**config.mk**
```make
export PLATFORM = sky130hd
export DESIGN_NAME = vtc_gen
export DESIGN_NICKNAME = d
export VERILOG_FILES = /design/src/rtl/vtc_pkg.sv /design/src/rtl/vtc_gen_axis_counter.sv /design/src/rtl/vtc_gen.sv
export SDC_FILE = /design/constraint.sdc
export NUM_CORES = 1
export LEC_CHECK = 0
export ABC_AREA = 0
export BUFFER_PORTS_ARGS = -buffer_cell sky130_fd_sc_hd__buf_4
export CORE_MARGIN = 2
export CORE_UTILIZATION = 45
export DETAILED_ROUTE_END_ITERATION = 6
export PLACE_DENSITY_LB_ADDON = 0.12
export REMOVE_ABC_BUFFERS = 1
export SYNTH_ARGS = -nofsm -noshare
export SYNTH_HDL_FRONTEND = slang
export SYNTH_HIERARCHICAL = 1
export SYNTH_SLANG_ARGS = --single-unit
```
**constraint.sdc**
```tcl
create_clock -name clock -period 3.3 [get_ports clock]
set_input_delay 0.66 -clock clock [delete_from_list [all_inputs] [get_ports clock]]
set_output_delay 0.66 -clock clock [all_outputs]
set_load 0.005 [all_outputs]
```
**src/rtl/vtc_pkg.sv**
```systemverilog
// Shared timing sets, polarity constants and helpers for the video
// timing generator.
package vtc_pkg;

    localparam bit POL_LOW  = 1'b0;
    localparam bit POL_HIGH = 1'b1;

    typedef struct packed {
        int h_area;
        int h_fporch;
        int h_sync;
        int h_bporch;
        int v_area;
        int v_fporch;
        int v_sync;
        int v_bporch;
        bit h_pol;
        bit v_pol;
    } vtc_timing_t;

    localparam vtc_timing_t VGA640x480 = '{
        h_area:   640,
        h_fporch: 16,
        h_sync:   96,
        h_bporch: 48,
        v_area:   480,
        v_fporch: 10,
        v_sync:   2,
        v_bporch: 33,
        h_pol:    POL_LOW,
        v_pol:    POL_LOW
    };

    localparam vtc_timing_t SVGA800x600 = '{
        h_area:   800,
        h_fporch: 40,
        h_sync:   128,
        h_bporch: 88,
        v_area:   600,
        v_fporch: 1,
        v_sync:   4,
        v_bporch: 23,
        h_pol:    POL_HIGH,
        v_pol:    POL_HIGH
    };

    function automatic int calc_total(
        input int area,
        input int fp,
        input int sync,
        input int bp
    );
        return area + fp + sync + bp;
    endfunction

    function automatic logic in_window(
        input int x,
        input int lo,
        input int hi
    );
        return (x >= lo) && (x < hi);
    endfunction

endpackage

```
**src/rtl/vtc_gen_axis_counter.sv**
```systemverilog
// Wrapping position counter for one timing axis, with area/sync
// window flags evaluated on the value the counter is about to take.
module axis_counter
    import vtc_pkg::*;
#(
    parameter int MAX     = 799,
    parameter int W       = 12,
    parameter int AREA    = 640,
    parameter int SYNC_LO = 656,
    parameter int SYNC_HI = 752
) (
    input  logic         clock,
    input  logic         rst,
    input  logic         en,
    output logic [W-1:0] count,
    output logic         wrap,
    output logic         in_area,
    output logic         in_sync
);

    localparam logic [W-1:0] LAST = W'(MAX);

    logic [W-1:0] next_count;

    always_comb begin
        next_count = count;
        if (en) begin
            next_count = (count == LAST) ? '0 : count + W'(1);
        end
    end

    assign wrap = en && (count == LAST);

    // Flags look ahead so the registered outputs line up with count.
    assign in_area = in_window(int'(next_count), 0, AREA);
    assign in_sync = in_window(int'(next_count), SYNC_LO, SYNC_HI);

    always_ff @(posedge clock) begin
        if (rst) begin
            count <= LAST;
        end else begin
            count <= next_count;
        end
    end

endmodule

```
**src/rtl/vtc_gen.sv**
```systemverilog
// Parametrised video timing generator: counters, syncs, active flags,
// line/frame strobes and a completed-frame counter.
module vtc_gen
    import vtc_pkg::*;
#(
    parameter int H_AREA   = VGA640x480.h_area,
    parameter int H_FPORCH = VGA640x480.h_fporch,
    parameter int H_SYNC   = VGA640x480.h_sync,
    parameter int H_BPORCH = VGA640x480.h_bporch,
    parameter int V_AREA   = VGA640x480.v_area,
    parameter int V_FPORCH = VGA640x480.v_fporch,
    parameter int V_SYNC   = VGA640x480.v_sync,
    parameter int V_BPORCH = VGA640x480.v_bporch,
    parameter bit H_POL    = VGA640x480.h_pol,
    parameter bit V_POL    = VGA640x480.v_pol,
    parameter int CW       = 12,
    parameter int FCW      = 16
) (
    input  logic           clock,
    input  logic           rst,
    input  logic           en,
    output logic           hSync,
    output logic           vSync,
    output logic           hActive,
    output logic           vActive,
    output logic [CW-1:0]  hPixel,
    output logic [CW-1:0]  vLine,
    output logic           lineStart,
    output logic           frameStart,
    output logic [FCW-1:0] frameCount
);

    localparam int HTOT = calc_total(H_AREA, H_FPORCH, H_SYNC, H_BPORCH);
    localparam int VTOT = calc_total(V_AREA, V_FPORCH, V_SYNC, V_BPORCH);

    if (H_AREA == 0 || H_FPORCH == 0 || H_SYNC == 0 || H_BPORCH == 0 ||
        V_AREA == 0 || V_FPORCH == 0 || V_SYNC == 0 || V_BPORCH == 0 ||
        CW == 0 || FCW == 0) begin : g_err_zero
        $error("vtc_gen: timing and width parameters must be non-zero");
    end

    if (HTOT > 2**CW || VTOT > 2**CW) begin : g_err_width
        $error("vtc_gen: HTOT/VTOT do not fit in CW bits");
    end

    logic h_wrap;
    logic h_area;
    logic h_sync;
    logic v_en;
    logic v_wrap;
    logic v_area;
    logic v_sync;
    logic first_done;

    axis_counter #(
        .MAX     (HTOT - 1),
        .W       (CW),
        .AREA    (H_AREA),
        .SYNC_LO (H_AREA + H_FPORCH),
        .SYNC_HI (H_AREA + H_FPORCH + H_SYNC)
    ) u_h (
        .clock   (clock),
        .rst     (rst),
        .en      (en),
        .count   (hPixel),
        .wrap    (h_wrap),
        .in_area (h_area),
        .in_sync (h_sync)
    );

    assign v_en = en && h_wrap;

    axis_counter #(
        .MAX     (VTOT - 1),
        .W       (CW),
        .AREA    (V_AREA),
        .SYNC_LO (V_AREA + V_FPORCH),
        .SYNC_HI (V_AREA + V_FPORCH + V_SYNC)
    ) u_v (
        .clock   (clock),
        .rst     (rst),
        .en      (v_en),
        .count   (vLine),
        .wrap    (v_wrap),
        .in_area (v_area),
        .in_sync (v_sync)
    );

    always_ff @(posedge clock) begin
        if (rst) begin
            hActive    <= 1'b0;
            vActive    <= 1'b0;
            hSync      <= ~H_POL;
            vSync      <= ~V_POL;
            lineStart  <= 1'b0;
            frameStart <= 1'b0;
            frameCount <= '0;
            first_done <= 1'b0;
        end else begin
            lineStart  <= h_wrap;
            frameStart <= v_wrap;
            if (en) begin
                hActive <= h_area;
                vActive <= h_area && v_area;
                hSync   <= h_sync ? H_POL : ~H_POL;
                vSync   <= v_sync ? V_POL : ~V_POL;
            end
            // The frame entered straight out of reset is not a completed one.
            if (v_wrap) begin
                if (first_done) begin
                    frameCount <= frameCount + FCW'(1);
                end
                first_done <= 1'b1;
            end
        end
    end

endmodule

```
==> reports/qor.log <==
INFO  outcome        run_status=finished clean
INFO  worst_setup_path type_of_element_launching_the_critical_path=flop
INFO  grt            global_route_usage_over_all_layers=17.9%
INFO  grt            grt.met3_usage=3.53%
INFO  min_path       hold_path_class=flop to flop
INFO  final_layout   leading_cell_types_in_the_layout_fill_and_taps_excluded=sky130_fd_sc_hd__buf_4, sky130_fd_sc_hd__dfxtp_1, sky130_fd_sc_hd__nor2_1, sky130_fd_sc_hd__nand2_1, sky130_fd_sc_hd__xor2_1
INFO  final_layout   area_growth_syn_to_layout=22.0%
INFO  cts            clkLatencyLatePin=0.29ns
INFO  die            core_region_area=5140µm²
INFO  synth          postSynthRegisterBits=47
INFO  cts            maximum_buffer_depth_of_the_clock_tree=2
INFO  sta            final_max_slew_viol_count=0
INFO  sta            timing.slew.headroom=58.8%
INFO  worst_setup_path path_max_fanout=10
INFO  synth          synth_largest_area_cell=sky130_fd_sc_hd__dfxtp_1
INFO  die            chip_width=77.0µm
INFO  grt            gr-usage-met2=27.8%
INFO  power          power.density=397nW/µm²
INFO  worst_setup_path critPathRequiredTime=3.49ns
INFO  die            placementRows=26
INFO  grt            grt_max_degree=42
INFO  drt            dr_total_vias=2,106
INFO  synth          synthCells=277
INFO  power          vdd.ir_drop.worst=0.204mV
INFO  final_layout   antennaDiodeCount=0
INFO  worst_setup_path critPathArrivalTime=3.22ns
INFO  worst_setup_path end_kind=flop
INFO  cts            h-tree-depth=2
INFO  grt            gr-usage-met1=24.9%
INFO  sta            setup_slack=0.273ns
INFO  synth          largest_cells_by_area_after_synthesis=sky130_fd_sc_hd__dfxtp_1, sky130_fd_sc_hd__xor2_1, sky130_fd_sc_hd__xnor2_1
INFO  sta            timing_hold_violations_final=0
INFO  grt            wire_length_of_the_first_global_routing_pass=8820µm
INFO  cts            numCtsBuffers=5
INFO  grt            grt_antenna_before_repair=0
INFO  sta            fmaxAchievable=0.330GHz
INFO  worst_setup_path timing.setup.critical_path_class=flop to flop
INFO  die            die-height=77.0µm
INFO  cts            clock_sinks=47
INFO  sta            setup_repair_after_global_routing_missed_its_margin=false
INFO  die            die_area=5940µm²
INFO  sta            setup_tns=0ns
INFO  sta            tightest_slew=0.613ns
INFO  sta            clock_skew=0.00477ns
INFO  grt            globalRoute.busiestLayer=met2
INFO  synth          yosys.area.top_type_share=39.2%
INFO  sta            final_critical_path_time_including_i_o_delays_and_setup=3.03ns
INFO  cts            clock_slew_at_reported_path_ffs=0.08ns
INFO  final_layout   finish.net_count=334
INFO  final_layout   filler_cell_count=509
INFO  placed_design  port-buffer-count=48
INFO  placed_design  place.gp.congestion=0.886
INFO  cts            cts_tree=built
INFO  drt            routed_wire_length_per_instance=13.0µm
INFO  synth          post_synth_instance_area=2400µm²
INFO  grt            via_count_of_the_first_global_routing_pass=1,917
INFO  drt            route.detailed.drc=0
INFO  cts            cts_root_buf=sky130_fd_sc_hd__clkbuf_8
INFO  synth          post_synth.cell_area_avg=8.67µm²
INFO  drt            postRouteWirelength=5170µm
INFO  synth          yosysSeqAreaShare=39.2%
INFO  cts            post_cts_hold_buffer_count=0
INFO  drt            first_iter_violations=75
INFO  final_layout   drive_gt1_share=24.5%
INFO  sta            post-route-period-util=91.7%
INFO  grt            grt_overflow=0
INFO  placed_design  placement.setup.worst_slack=0.206ns
INFO  drt            drt-pass1-iter-count=5
INFO  sta            setup-violations-final=0
INFO  synth          synth_cell_types=49
INFO  power          p_leak=1.17nW
INFO  placed_design  post-dp-hpwl=3660µm
INFO  die            top_level_ports=49
INFO  final_layout   mostFrequentLayoutCell=sky130_fd_sc_hd__buf_4
INFO  synth          synth-warning-count=6
INFO  flow_run       cap_viol_max_count=0
INFO  drt            ant_nets_after_route=0
INFO  drt            post_drt_via_cell_ratio=5.30
INFO  die            initial_core_utilization=46.7%
final cells by class:
cell class	instances	area, µm²	share of cell area, %
inverter	7	26.3	0.897
clock buffer	6	82.6	2.82
tap	70	87.6	2.99
sequential	47	941	32.1
multi-input combinational	212	1380	47.2
timing repair buffer	54	405	13.8
clock inverter	1	5.00	0.171
registers in the layout (all words and copies together), names as in the netlist:
signal / count
first_done: 1
frameCount: 16
frameStart: 1
hActive: 1
hSync: 1
lineStart: 1
u_h/count: 12
u_v/count: 12
vActive: 1
vSync: 1
cell usage after synthesis, drive strengths merged:
| master | count |
|---|---|
| nor2b | 5 |
| nand2 | 22 |
| mux2i | 1 |
| nor3b | 1 |
| nor2 | 27 |
| o31ai | 2 |
| xnor2 | 12 |
| a211oi | 1 |
| or4 | 4 |
| o22ai | 1 |
| nor3 | 8 |
| and2 | 4 |
| nand4 | 13 |
| a211o | 1 |
| a31oi | 1 |
| nand3 | 15 |
| or3 | 6 |
| ha | 4 |
| and3 | 5 |
| dfxtp | 47 |
| o21bai | 2 |
| o21ba | 2 |
| a21oi | 14 |
| buf | 4 |
| a21o | 2 |
| and4 | 5 |
| xor2 | 19 |
| inv | 7 |
| a2111oi | 1 |
| clkbuf | 7 |
| nand2b | 9 |
| o21ai | 10 |
| a2bb2oi | 1 |
| or2 | 5 |
| nor4bb | 1 |
| o211ai | 1 |
| nor4 | 7 |
per-stage QoR:
step                hold WS [ns]  power, mW  area (µm²)  instances  util, %
CTS                        0.487       1.18        2930        397     57.0
global route               0.514       1.23        2930        397     57.0
global placement           0.455      0.829        2840        390     55.3
floorplan                  0.455      0.750        2350        266        -
detailed placement         0.471      0.830        2840        390     55.3
finish                     0.484       1.16        2930        397     57.0
worst paths after layout:
check | start | end | slack [ns] | depth (start not counted)
max | u_h/count[6] | vSync | 0.27 | 11
min | frameCount[15] | frameCount[15] | 0.48 | 2
max reg2reg | u_h/count[6] | vSync | 0.27 | 11
min reg2reg | frameCount[15] | frameCount[15] | 0.48 | 2
cells by family (layout without fill, tap and decap cells):
kind of cell	Yosys count	in the layout	share of synthesized area [%]
compound gates	39	39	10.9
flops	47	47	39.2
fa+ha+maj	4	4	2.08
simple gates	137	137	32.8
xor+xnor	31	31	11.3
mux	1	1	0.417
buf+inv	18	68	3.28
repair_timing:
item                       CTS  global route
resized for setup            0             1
setup buffers                0             0
setup endpoints to repair    0             4
per-layer routing:
layer	share of wire, %	vias to the layer above
met4	1.0	0
li1	-	1068
met1	49	966
met5	0	-
met2	45	64
met3	5.3	8
report_power, final:
part           total, mW  internal, mW  switching (mW)
combinational      0.197        0.0986          0.0987
sequential         0.620         0.590          0.0298
clock              0.345         0.165           0.181
total               1.16         0.853           0.309
worst max-delay path: stages (launching register included):
cell	delay, ns
sky130_fd_sc_hd__dfxtp_1	0.37
sky130_fd_sc_hd__or4_1	0.53
sky130_fd_sc_hd__nor3_2	0.15
sky130_fd_sc_hd__and2_2	0.20
sky130_fd_sc_hd__and2_2	0.27
sky130_fd_sc_hd__nand4_4	0.11
sky130_fd_sc_hd__or4_1	0.54
sky130_fd_sc_hd__a21o_1	0.20
sky130_fd_sc_hd__a2111oi_4	0.33
sky130_fd_sc_hd__nand2_1	0.08
sky130_fd_sc_hd__o21ai_0	0.07
sky130_fd_sc_hd__nand2b_1	0.06
No activity file was read; power rests on OpenSTA's default activity.
